$ cat src/rtl/instr_fetch_unit.sv
// -----------------------------------------------------------------------------
// instr_fetch_unit
//
// Fetch stage of the multi-cycle core. It owns the fetch PC and issues word
// reads to instruction memory over a req/ack handshake, which may take any
// number of cycles to complete. Returned words are stored with their PC in a
// small FIFO and handed to decode over a valid/ready interface. A redirect
// (branch/jump/call/ret) flushes the FIFO and any in-flight fetch.
//
// Parameters:
//   ADDR_W   - PC / word-address width (PC advances by 1 per instruction)
//   DATA_W   - instruction width
//   DEPTH    - FIFO entries, 2 or 4 (must be a power of two so pointers wrap)
//   RESET_PC - fetch PC after reset
//
// Ports:
//   clock, reset         - rising-edge clock, async active-high reset
//   imem_req, imem_addr  - registered read request and word address
//   imem_ack, imem_rdata - one-cycle completion pulse with read data
//   redirect_valid/_pc   - one-cycle redirect strobe and new fetch target
//   instr_valid          - FIFO non-empty
//   instr, instr_pc      - head entry (both 0 when FIFO empty)
//   instr_ready          - decode consumes the head this cycle
//
// Build option:
//   IFU_PERF_CNT_EN - adds saturating fetch_count (kept acks, 32 bit) and
//                     flush_count (redirects, 16 bit) output ports.
//
// State      | meaning
// -----------+-------------------------------------------------------------
// ST_IDLE    | no request outstanding; FIFO full or just reset
// ST_WAIT    | request for imem_addr outstanding; its data will be kept
// ST_DRAIN   | squashed request outstanding; its data will be discarded
// -----------------------------------------------------------------------------
module instr_fetch_unit #(
    parameter int unsigned ADDR_W   = 32,
    parameter int unsigned DATA_W   = 32,
    parameter int unsigned DEPTH    = 2,
    parameter int unsigned RESET_PC = 0
) (
    input  logic              clock,
    input  logic              reset,
    output logic              imem_req,
    output logic [ADDR_W-1:0] imem_addr,
    input  logic              imem_ack,
    input  logic [DATA_W-1:0] imem_rdata,
    input  logic              redirect_valid,
    input  logic [ADDR_W-1:0] redirect_pc,
    output logic              instr_valid,
    output logic [DATA_W-1:0] instr,
    output logic [ADDR_W-1:0] instr_pc,
    input  logic              instr_ready
`ifdef IFU_PERF_CNT_EN
    ,
    output logic [31:0]       fetch_count,
    output logic [15:0]       flush_count
`endif
);

    localparam int unsigned PTR_W = $clog2(DEPTH);
    localparam int unsigned CNT_W = $clog2(DEPTH + 1);
    localparam logic [ADDR_W-1:0] RST_PC = ADDR_W'(RESET_PC);

    typedef enum logic [1:0] {
        ST_IDLE  = 2'd0,
        ST_WAIT  = 2'd1,
        ST_DRAIN = 2'd2
    } state_t;

    state_t            state;
    logic [ADDR_W-1:0] fetch_pc;
    logic [CNT_W-1:0]  count;
    logic [PTR_W-1:0]  head;
    logic [PTR_W-1:0]  tail;

    logic [ADDR_W-1:0] q_pc   [DEPTH];
    logic [DATA_W-1:0] q_data [DEPTH];

    logic              push;
    logic              pop;
    logic [CNT_W-1:0]  count_upd;
    logic              space_now;
    logic              space_after;
    logic [ADDR_W-1:0] fetch_pc_inc;

    assign pop          = instr_valid & instr_ready;
    // Only a kept ack pushes; a redirect in the same cycle discards the word.
    assign push         = (state == ST_WAIT) & imem_ack & ~redirect_valid;
    assign fetch_pc_inc = fetch_pc + 1'b1;

    always_comb begin
        count_upd = count;
        if (push && !pop) begin
            count_upd = count + 1'b1;
        end else if (!push && pop) begin
            count_upd = count - 1'b1;
        end
    end

    assign space_now   = (count < CNT_W'(DEPTH));
    // Checked after this cycle's push/pop so a zero-wait memory streams at
    // one instruction per cycle while decode keeps up.
    assign space_after = (count_upd < CNT_W'(DEPTH));

    assign instr_valid = (count != '0);
    assign instr       = instr_valid ? q_data[head] : '0;
    assign instr_pc    = instr_valid ? q_pc[head]   : '0;

    always_ff @(posedge clock or posedge reset) begin
        if (reset) begin
            state     <= ST_IDLE;
            fetch_pc  <= RST_PC;
            count     <= '0;
            head      <= '0;
            tail      <= '0;
            imem_req  <= 1'b0;
            imem_addr <= RST_PC;
        end else if (redirect_valid) begin
            // Flush wins over push and pop; a same-cycle pop is simply lost
            // with the rest of the queue (decode has already taken it).
            count    <= '0;
            head     <= '0;
            tail     <= '0;
            fetch_pc <= redirect_pc;
            case (state)
                ST_IDLE: begin
                    state     <= ST_WAIT;
                    imem_req  <= 1'b1;
                    imem_addr <= redirect_pc;
                end
                ST_WAIT, ST_DRAIN: begin
                    if (imem_ack) begin
                        state     <= ST_WAIT;
                        imem_req  <= 1'b1;
                        imem_addr <= redirect_pc;
                    end else begin
                        // Old request still owns the bus; keep req/addr.
                        state <= ST_DRAIN;
                    end
                end
                default: begin
                    state    <= ST_IDLE;
                    imem_req <= 1'b0;
                end
            endcase
        end else begin
            count <= count_upd;
            if (push) tail <= tail + 1'b1;
            if (pop)  head <= head + 1'b1;
            case (state)
                ST_IDLE: begin
                    if (space_now) begin
                        state     <= ST_WAIT;
                        imem_req  <= 1'b1;
                        imem_addr <= fetch_pc;
                    end else begin
                        imem_req <= 1'b0;
                    end
                end
                ST_WAIT: begin
                    if (imem_ack) begin
                        fetch_pc <= fetch_pc_inc;
                        if (space_after) begin
                            imem_addr <= fetch_pc_inc;
                        end else begin
                            state    <= ST_IDLE;
                            imem_req <= 1'b0;
                        end
                    end
                end
                ST_DRAIN: begin
                    // Queue was flushed when we entered DRAIN, so no space
                    // check is needed before reissuing.
                    if (imem_ack) begin
                        state     <= ST_WAIT;
                        imem_req  <= 1'b1;
                        imem_addr <= fetch_pc;
                    end
                end
                default: begin
                    state    <= ST_IDLE;
                    imem_req <= 1'b0;
                end
            endcase
        end
    end

    // Payload storage needs no reset: entries are only visible while counted.
    always_ff @(posedge clock) begin
        if (push) begin
            q_pc[tail]   <= fetch_pc;
            q_data[tail] <= imem_rdata;
        end
    end

`ifdef IFU_PERF_CNT_EN
    always_ff @(posedge clock or posedge reset) begin
        if (reset) begin
            fetch_count <= '0;
            flush_count <= '0;
        end else begin
            if (push && (fetch_count != '1)) begin
                fetch_count <= fetch_count + 1'b1;
            end
            if (redirect_valid && (flush_count != '1)) begin
                flush_count <= flush_count + 1'b1;
            end
        end
    end
`endif

endmodule

$ cat config.mk
export PLATFORM = sky130hd
export DESIGN_NAME = instr_fetch_unit
export DESIGN_NICKNAME = d
export VERILOG_FILES = /design/src/rtl/instr_fetch_unit.sv
export SDC_FILE = /design/constraint.sdc
export NUM_CORES = 1
export LEC_CHECK = 0
export BUFFER_PORTS_ARGS = -buffer_cell sky130_fd_sc_hd__buf_2
export CORE_MARGIN = 1.5
export CORE_UTILIZATION = 47
export CTS_CLUSTER_DIAMETER = 50
export CTS_CLUSTER_SIZE = 28
export DETAILED_ROUTE_END_ITERATION = 12
export GPL_TIMING_DRIVEN = 0
export PLACE_DENSITY = 0.72
export SLEW_MARGIN = 15
export SYNTH_ARGS = -nofsm -noshare
export SYNTH_HDL_FRONTEND = slang
export SYNTH_SLANG_ARGS = --single-unit
$ cat constraint.sdc
create_clock -name clock -period 4.8 [get_ports clock]
set_input_delay 0.24 -clock clock [delete_from_list [all_inputs] [get_ports clock]]
set_output_delay 0.24 -clock clock [all_outputs]
set_load 0.005 [all_outputs]
==> flow_metrics.py, run 1 <==
metrics = {
    "status": {
        "status": "finished clean",
    },
    "worst_setup_path": {
        "r2r_end": "q_pc[0][13]",
        "crit_fanout": 25,
        "crit_arrival_ns": 2.89,
        "cp_data_required_time_ns": 4.94,
        "r2r_start": "state[1]",
        "startpoint_type": "register",
        "endpoint_kind": "register",
        "reg2reg_slack_ns": 2.04,
        "critPathKind": "register to register",
        "reg2reg_depth": 8,
    },
    "placed_design": {
        "dp_hpwl_um": 15000,
        "routabilityCongestion": 0.876,
        "numPortBuffers": 164,
        "placed_cells": 1188,
    },
    "logic_synthesis": {
        "synthCells": 755,
        "synth_cell_types": 52,
        "ys_ff_latch": 199,
        "ys_async_sr_fraction_pct": 35.7,
        "syn_nets": 831,
        "avgSynthCellArea_um2": 12.3,
        "ys_seq_area_share_pct": 60.5,
        "synth_warnings": 0,
        "synth_edf_count": 128,
        "netlist_area_mm2": 0.00929,
        "synth_ff_type": "edfxtp_1",
    },
    "run": {
        "maxCapViolations": 0,
    },
    "drt": {
        "drtAntennaViolNets": 0,
        "wire_per_inst_um": 17.4,
        "drt-pass1-iter-count": 5,
        "drt_first_iter_violations": 401,
        "vias_per_cell": 5.24,
        "vias": 6563,
        "drc": 0,
        "routed_wl_um": 21800,
    },
    "sta": {
        "timing.hold.ws_ns": 0.0380,
        "fin_crit_sh_pct": 57.4,
        "rsz0062_at_grt": "false",
        "finalHoldViolations": 0,
        "finClkSkew_ns": 0.00772,
        "setup_viol": 0,
        "worst_pin_slew_ns": 0.816,
        "fmax_mhz": 363,
        "slew_viol_final": 0,
        "min_period_ns": 2.76,
        "relSlewSlack_pct": 45.6,
    },
    "clock_network": {
        "cts_buffer_depth": 2,
        "post_cts_resized": 0,
        "clock-root-buffer": "clkbuf_16",
        "clock_latency_ns": 0.43,
        "cts.sinks": 199,
        "htreeDepth": 4,
        "postCtsSetupBuffers": 0,
        "cts_made_buffers": 17,
        "cts_tree": "yes",
        "path_clk_slew_ns": 0.07,
    },
    "grt": {
        "grt_pass1_vias": 6388,
        "track_usage_pct": 21.4,
        "grt_max_degree": 38,
        "grt_first_pass_wirelength_um": 33400,
        "grt.overflow.total": 0,
        "antenna_found_initial": 1,
    },
    "hold_path": {
        "holdPathEnd": "fetch_pc[27]",
        "min_path_cells": 3,
        "hold_class": "input port to register",
        "hold_start": "redirect_pc[27]",
    },
    "power": {
        "p_switching_mw": 2.07,
        "p_clk_share_pct": 23.0,
        "leakage_nw": 4.48,
        "seq_power_share_pct": 40.2,
        "comb_power_share_pct": 36.8,
        "powerDensity_mw_per_mm2": 509,
        "ir_drop_uv": 313,
        "internal_power_mw": 3.74,
        "swShare_pct": 35.6,
        "power.total_mw": 5.81,
    },
    "cells_and_area": {
        "final_cells": 1253,
        "area_growth_pct": 23.0,
        "nFillCells": 1688,
        "drive_gt1_share_pct": 24.4,
        "layout.nets": 1051,
        "fin_util_pct": 58.9,
        "n_antenna_cell": 0,
    },
    "floorplan": {
        "die_w_um": 144,
        "start_util_pct": 47.9,
        "coreArea_mm2": 0.0194,
        "die_h_um": 144,
        "io-pin-count": 167,
        "die_area_mm2": 0.0206,
        "rows": 51,
    },
}
## cells by family (layout without fill, tap and decap cells)
logic type               Yosys count  in the layout  share of synthesized area (%)
buffers and inverters             65            298                           2.99
adder cells (fa/ha/maj)            7              7                          0.943
flip-flops                       199            199                           60.5
AND/OR/NAND/NOR                  241            241                           13.2
XOR/XNOR                          62             62                           5.84
AO/OA/AOI/OAI                     81             81                           5.60
multiplexers                     100            100                           10.9
## worst max path at each step
stage	end	from	cells after the start
after floorplan	q_data[0][0]	state[1]	7
final	q_pc[0][13]	state[1]	8
after detailed placement	q_pc[0][15]	state[1]	8
after CTS	instr_pc[22]	count[1]	6
after global routing	q_pc[0][13]	state[1]	8
after global placement	q_pc[0][19]	state[1]	7
## registers in the layout (all words and copies together) (netlist names)
signal and flops:
count 2, fetch_pc 32, head 1, imem_addr 32, imem_req 1, q_data 64, q_pc 64, state 2
tail 1
## synthesized netlist by cell type (2+ instances only)
library cell	instances	share of area, %
clkbuf_2	2	0.11
a21boi_0	8	0.65
xnor2_1	20	1.9
a211oi_1	5	0.40
nor2b_1	3	0.20
edfxtp_1	128	41
a21oi_1	25	1.3
nand2b_1	15	1.0
a32oi_1	2	0.19
nor3_1	8	0.43
inv_1	16	0.65
clkbuf_1	23	0.93
nand3_1	19	1.0
nor4_1	3	0.20
xor2_1	42	4.0
o21a_1	2	0.16
ha_1	7	0.94
o31ai_1	7	0.57
buf_1	6	0.24
and2_1	3	0.20
and3_1	6	0.40
nand3b_1	3	0.24
nor4_4	4	0.92
a22o_1	2	0.19
nand4_1	21	1.4
nor2_1	94	3.8
dfrtp_1	71	19
o21ai_0	16	0.86
nand2_1	51	2.1
and4_1	5	0.47
mux2i_1	88	9.5
buf_2	16	0.86
o21ai_1	2	0.11
a21boi_1	3	0.24
mux2_2	12	1.5
## cell type report
cell class	instances	area (um^2)	share of cell area (%)
sequential	199	5620	49.2
multi-input combinational	491	3410	29.8
timing repair buffer	201	1240	10.8
clock buffer	18	429	3.76
tap	265	332	2.90
buffer	49	218	1.91
clock inverter	14	121	1.06
inverter	16	62.6	0.547
## what timing repair did
item | in CTS | in global routing
hold buffers | 33 | 0
endpoints found under the hold margin | 98 | 0
endpoints found under the setup margin | 0 | 0
## metal layers
layer  wire, um  track usage, %
met1       9760            28.5
met2      10600            35.4
met5         16               0
met3       1120            4.13
met4        296            7.04
## worst max-delay path, stage by stage (launching register included)
cell      delay (ns)
dfrtp_1         0.44
inv_1           0.10
ha_1            0.14
buf_2           0.19
nor2b_1         0.16
clkbuf_1        0.28
nand2_1         0.21
nor2_4          0.64
buf_12          0.27
## power by group through the flow
stage          Clock (mW)  Combinational, mW  Sequential, mW
4_1_cts              1.37               2.16            2.33
3_5_place_dp            0               2.12            2.37
3_3_place_gp            0               2.08            2.37
2_1_floorplan           0               1.31            2.33
5_1_grt              1.43               2.37            2.37
6_report             1.34               2.14            2.34
## cell usage in the layout, fill, tap and decap left out, types with 6 or more instances in the layout
master and instances:
a21boi_0 8, a21oi_1 25, buf_1 6, buf_2 180
clkbuf_1 24, clkbuf_16 17, dfrtp_1 71, dlygate4sd3_1 33
edfxtp_1 128, ha_1 7, inv_1 15, mux2_2 12
mux2i_1 88, nand2_1 51, nand2b_1 15, nand3_1 19
nand4_1 21, nor2_1 93, nor3_1 8, o21ai_0 16
o31ai_1 7, xnor2_1 20, xor2_1 42
## stage by stage
step | instance area (um^2) | setup slack (ns) | TNS, ns
floorplan | 9290 | 0.387 | 0
global placement | 10400 | -1.37 | -87.12
detailed placement | 10500 | 2.05 | 0
CTS | 11400 | 2.01 | 0
global route | 11400 | 1.82 | 0
finish | 11400 | 2.04 | 0
(Power assumes the default switching activity.)
==> inputs of run 2 (changes only) <==
==> constraint.sdc (replaced) <==
create_clock -name clock -period 2.7 [get_ports clock]
set_input_delay 0.135 -clock clock [delete_from_list [all_inputs] [get_ports clock]]
set_output_delay 0.135 -clock clock [all_outputs]
set_load 0.005 [all_outputs]
==> flow_metrics.py, run 2 (synthesis results as in run 1) <==
metrics = {
    "cells_and_area": {
        "final_cell_mix": "buf_2 (180), edfxtp_1 (128), nor2_1 (93)",
        "final_cells": 1275,
        "reg_top3": "q_data x64, q_pc x64",
        "area_growth_pct": 25.5,
        "layout.nets": 1073,
        "n_antenna_cell": 0,
        "drive_gt1_share_pct": 24.5,
        "final_cell_area_mm2": 0.0117,
        "final_common_cell": "buf_2",
    },
    "sta": {
        "rsz0062_at_grt": "false",
        "relSlewSlack_pct": 45.5,
        "finalHoldViolations": 0,
        "slew_viol_final": 0,
        "setup_viol": 0,
        "worst_pin_slew_ns": 0.817,
        "finClkSkew_ns": 0.0122,
        "fmax_mhz": 400,
        "fin_crit_sh_pct": 92.7,
        "min_period_ns": 2.50,
        "timing.hold.ws_ns": 0.0635,
    },
    "clock_network": {
        "cts_buffer_depth": 2,
        "cts_made_buffers": 17,
        "clock_latency_ns": 0.43,
        "htreeDepth": 4,
        "cts_tree": "yes",
        "cts.sinks": 199,
        "clock-root-buffer": "clkbuf_16",
        "path_clk_slew_ns": 0.08,
    },
    "grt": {
        "track_usage_pct": 21.7,
        "grt_first_pass_wirelength_um": 33400,
        "grt_max_degree": 52,
        "grt.overflow.total": 0,
        "antenna_found_initial": 1,
        "grt_pass1_vias": 6324,
    },
    "drt": {
        "wl_met1_um": 9810,
        "routed_wl_um": 21900,
        "drc": 0,
        "drt-pass1-iter-count": 5,
        "vias": 6559,
        "wire_per_inst_um": 17.1,
        "drtAntennaViolNets": 0,
        "vias_per_cell": 5.14,
        "top_layer": "met5",
        "wl_met3_um": 1180,
        "drt_first_iter_violations": 306,
        "wl_met2_um": 10500,
    },
    "worst_setup_path": {
        "reg2reg_slack_ns": 0.20,
        "endpoint_kind": "register",
        "crit_fanout": 9,
        "crit_path_cell_trace": "ha_1 > nand4_1 > nor4_4 > a211oi_1 > o41ai_1",
        "crit_arrival_ns": 2.81,
        "cp-startpoint": "fetch_pc[0]",
        "critPathKind": "register to register",
        "r2r_start": "fetch_pc[0]",
        "startpoint_type": "register",
        "cp_slowest_cell": "dfrtp_1",
        "crit_family": "simple AND/OR/NAND/NOR gates",
        "cp_data_required_time_ns": 3.01,
        "path_buf_inv": 0,
        "max_stage_delay_ns": 0.58,
    },
    "floorplan": {
        "io-pin-count": 167,
        "die_h_um": 144,
        "coreArea_mm2": 0.0194,
        "rows": 51,
        "die_w_um": 144,
        "start_util_pct": 47.9,
        "die_area_mm2": 0.0206,
    },
    "status": {
        "status": "finished clean",
    },
    "placed_design": {
        "place_area_mm2": 0.0106,
        "routabilityCongestion": 0.862,
        "numPortBuffers": 164,
        "dp_hpwl_um": 14800,
        "placed_cells": 1188,
    },
    "hold_path": {
        "hold_start": "redirect_pc[19]",
        "hold_class": "input port to register",
    },
    "power": {
        "ir_drop_uv": 481,
        "powerDensity_mw_per_mm2": 893,
        "leakage_nw": 4.59,
    },
    "run": {
        "maxCapViolations": 0,
    },
}
==> run 2: cell types whose count changed in the layout (fill, tap and decap cells not counted), sizes merged <==
cell         delta
dlygate4sd3    +20
clkinv          -5
buf             +1
clkinvlp        -1
nor2            +1
clkbuf          +2
inv             +4
==> run 2: layout make-up <==
class | instances | area, um^2
Fill cell | 1626 | 7740
Sequential cell | 199 | 5620
Multi-Input combinational cell | 492 | 3410
Timing Repair Buffer | 222 | 1450
Clock buffer | 20 | 447
Tap cell | 265 | 332
Buffer | 49 | 221
Clock inverter | 12 | 108
Inverter | 16 | 62.6
==> run 2: per-layer routing <==
metal  up-vias  global-route usage (%)
met1      3126                    28.6
met4         2                    7.63
met2       215                    35.8
li1       3191                       -
met3        25                    4.07
met5         -                       0
==> run 2: path summary, 6_finish.rpt <==
kind / cells after the start / end
max: 5 / imem_addr[16]
min: 3 / fetch_pc[19]
max reg2reg: 5 / imem_addr[16]
min reg2reg: 0 / q_pc[1][27]
max in group asynchronous: 4 / state[0]
min in group asynchronous: 3 / imem_addr[14]
==> run 2: where the power goes <==
group / total, mW / internal, mW / switching (mW) / leakage, nW
sequential: 4.14 / 3.81 / 0.329 / 1.98
combinational: 3.87 / 1.67 / 2.19 / 2.34
clock: 2.40 / 1.24 / 1.16 / 0.266
==> run 2: worst register-to-register path, delay by kind of cell, from the launching register on <==
kind	cells	cell delay [ns]
compound gates	2	0.58
fa+ha+maj	1	0.33
flops	1	0.58
simple gates	2	0.90
==> run 2: repair_timing <==
| action | CTS | global route |
|---|---|---|
| gates resized for setup | 0 | 6 |
| pin swaps | 1 | 0 |
| hold buffers | 53 | 0 |
| cloned | 1 | 0 |
| hold endpoints to repair | 118 | 0 |
| setup buffers | 1 | 0 |
| setup endpoints to repair | 25 | 73 |
==> run 2: through the flow <==
| stage | power [mW] | TNS [ns] | worst slack (ns) | util (%) |
|---|---|---|---|---|
| 3_3_place_gp | 7.88 | -80.95 | -0.665 | 53.9 |
| 4_1_cts | 10.5 | 0 | 0.0661 | 60.1 |
| 3_5_place_dp | 7.98 | -4.07 | -0.165 | 54.4 |
| 6_report | 10.4 | 0 | 0.197 | 60.1 |
| 2_1_floorplan | 6.47 | 0 | 0.0546 | - |
| 5_1_grt | 11.1 | 0 | 0.0458 | 60.1 |
==> inputs of run 3 (changes only) <==
--- a/config.mk
+++ b/config.mk
@@ -13,6 +13,7 @@
 export DETAILED_ROUTE_END_ITERATION = 12
 export GPL_TIMING_DRIVEN = 0
 export PLACE_DENSITY = 0.72
+export RECOVER_POWER = 100
 export SLEW_MARGIN = 15
 export SYNTH_ARGS = -nofsm -noshare
 export SYNTH_HDL_FRONTEND = slang
==> flow_metrics.py, run 3 (synthesis results as in run 1) <==
metrics = {
    "status": {
        "status": "finished with violations",
        "violations": "capacitance limit, slew limit",
    },
    "placed_design": {
        "numPortBuffers": 164,
        "dp_hpwl_um": 14800,
        "routabilityCongestion": 0.862,
        "place_area_mm2": 0.0106,
    },
    "clock_network": {
        "cts_made_buffers": 17,
        "cts_tree": "yes",
        "cts_buffer_depth": 2,
        "cts.sinks": 199,
        "path_clk_slew_ns": 0.07,
        "htreeDepth": 4,
        "clock_latency_ns": 0.43,
        "clock-root-buffer": "clkbuf_16",
    },
    "floorplan": {
        "die_h_um": 144,
        "die_w_um": 144,
        "io-pin-count": 167,
        "coreArea_mm2": 0.0194,
        "die_area_mm2": 0.0206,
        "start_util_pct": 47.9,
        "rows": 51,
    },
    "cells_and_area": {
        "final_cell_area_mm2": 0.0115,
        "multi_input_area_mm2": 0.00339,
        "drive_gt1_share_pct": 15.3,
        "regArea_mm2": 0.00562,
        "area_growth_pct": 23.6,
        "final_common_cell": "edfxtp_1",
        "final_cell_mix": "edfxtp_1 (128), clkbuf_1 (114), nor2_1 (94)",
        "layout.nets": 1073,
        "reg_top3": "q_data x64, q_pc x64",
        "nFillCells": 1694,
    },
    "grt": {
        "track_usage_pct": 21.7,
        "grt_pass1_vias": 6324,
        "antenna_found_initial": 1,
        "grt.overflow.total": 0,
        "grt_max_degree": 52,
        "grt_first_pass_wirelength_um": 33400,
    },
    "drt": {
        "drtAntennaViolNets": 0,
        "drt-pass1-iter-count": 5,
        "routed_wl_um": 21900,
        "wire_per_inst_um": 17.2,
        "vias_per_cell": 5.14,
        "drt_first_iter_violations": 299,
        "drc": 0,
        "vias": 6557,
    },
    "worst_setup_path": {
        "crit_arrival_ns": 2.81,
        "crit_fanout": 9,
        "endpoint_kind": "register",
        "critPathKind": "register to register",
        "startpoint_type": "register",
        "reg2reg_depth": 5,
        "cp_data_required_time_ns": 3.01,
    },
    "hold_path": {
        "min_path_cells": 3,
        "hold_class": "input port to register",
    },
    "power": {
        "powerDensity_mw_per_mm2": 892,
        "leakage_nw": 4.26,
        "ir_drop_uv": 480,
    },
    "run": {
        "maxCapViolations": 1,
    },
    "sta": {
        "fin_crit_sh_pct": 92.8,
        "min_period_ns": 2.51,
        "setup_viol": 0,
        "relSlewSlack_pct": -8.05,
        "fin_setup_tns_ns": 0,
        "slew_viol_final": 36,
        "rsz0062_at_grt": "false",
        "finalHoldViolations": 0,
        "fmax_mhz": 399,
        "finClkSkew_ns": 0.0132,
        "worst_pin_slew_ns": 1.61,
    },
}
-- run 3: cell count changes in the layout (fill, tap and decap cells not counted), sizes merged --
cell	change
clkinvlp	+1
clkbuf	+104
inv	-1
buf	-104
diode	+1
-- run 3: per-layer routing --
metal | GRT usage (%) | wire (um) | vias to the layer above
met5 | 0 | 12 | -
met4 | 7.63 | 378 | 2
met3 | 4.07 | 1050 | 28
met2 | 35.8 | 10500 | 203
met1 | 28.6 | 9920 | 3134
li1 | - | - | 3190
-- run 3: worst paths after layout --
path,endpoint,slack (ns),start
hold reg to reg,q_pc[1][27],0.47,fetch_pc[27]
min in group asynchronous,imem_addr[14],0.62,reset
setup / recovery,imem_addr[16],0.19,fetch_pc[0]
max in group asynchronous,state[0],0.50,reset
setup reg to reg,imem_addr[16],0.19,fetch_pc[0]
hold / removal,fetch_pc[29],0.08,redirect_pc[29]
-- run 3: timing repair --
action / 4_1_cts / 5_1_grt
setup buffers: 1 / 0
endpoints found under the hold margin: 118 / 0
gates cloned: 1 / 0
hold buffers: 53 / 0
pin swaps: 1 / 0
setup endpoints to repair: 25 / 73
gates resized for setup: 0 / 6
-- run 3: layout make-up --
cell class                      instances  area share, %
Tap cell                              265           2.89
Sequential cell                       199           48.9
Antenna cell                            1         0.0218
Inverter                               16          0.534
Multi-Input combinational cell        492           29.5
Timing Repair Buffer                  222           11.4
Buffer                                 49           1.87
Clock inverter                         12          0.937
Clock buffer                           20           3.89
-- run 3: critical path: stages (launching register included) --
cell and delay [ns]:
dfrtp_1 0.57, ha_1 0.32, nand4_1 0.33, nor4_4 0.58, a211oi_1 0.19, o41ai_1 0.39
-- run 3: per-stage QoR --
step | hold WS (ns) | power [mW] | worst slack [ns] | instances | util [%]
finish | 0.0850 | 10.2 | 0.194 | 1276 | 59.2
detailed placement | 0.201 | 7.98 | -0.165 | 1188 | 54.4
global route | 0.0857 | 11.0 | 0.0315 | 1275 | 59.2
CTS | 0.0493 | 10.5 | 0.0661 | 1275 | 60.1
global placement | 0.323 | 7.88 | -0.665 | 1184 | 53.9
floorplan | 0.234 | 6.47 | 0.0546 | 755 | -
-- run 3: power by group --
group	internal [mW]	switching, mW
Clock	1.24	1.17
Sequential	3.81	0.332
Combinational	1.51	2.20
Total	6.55	3.70
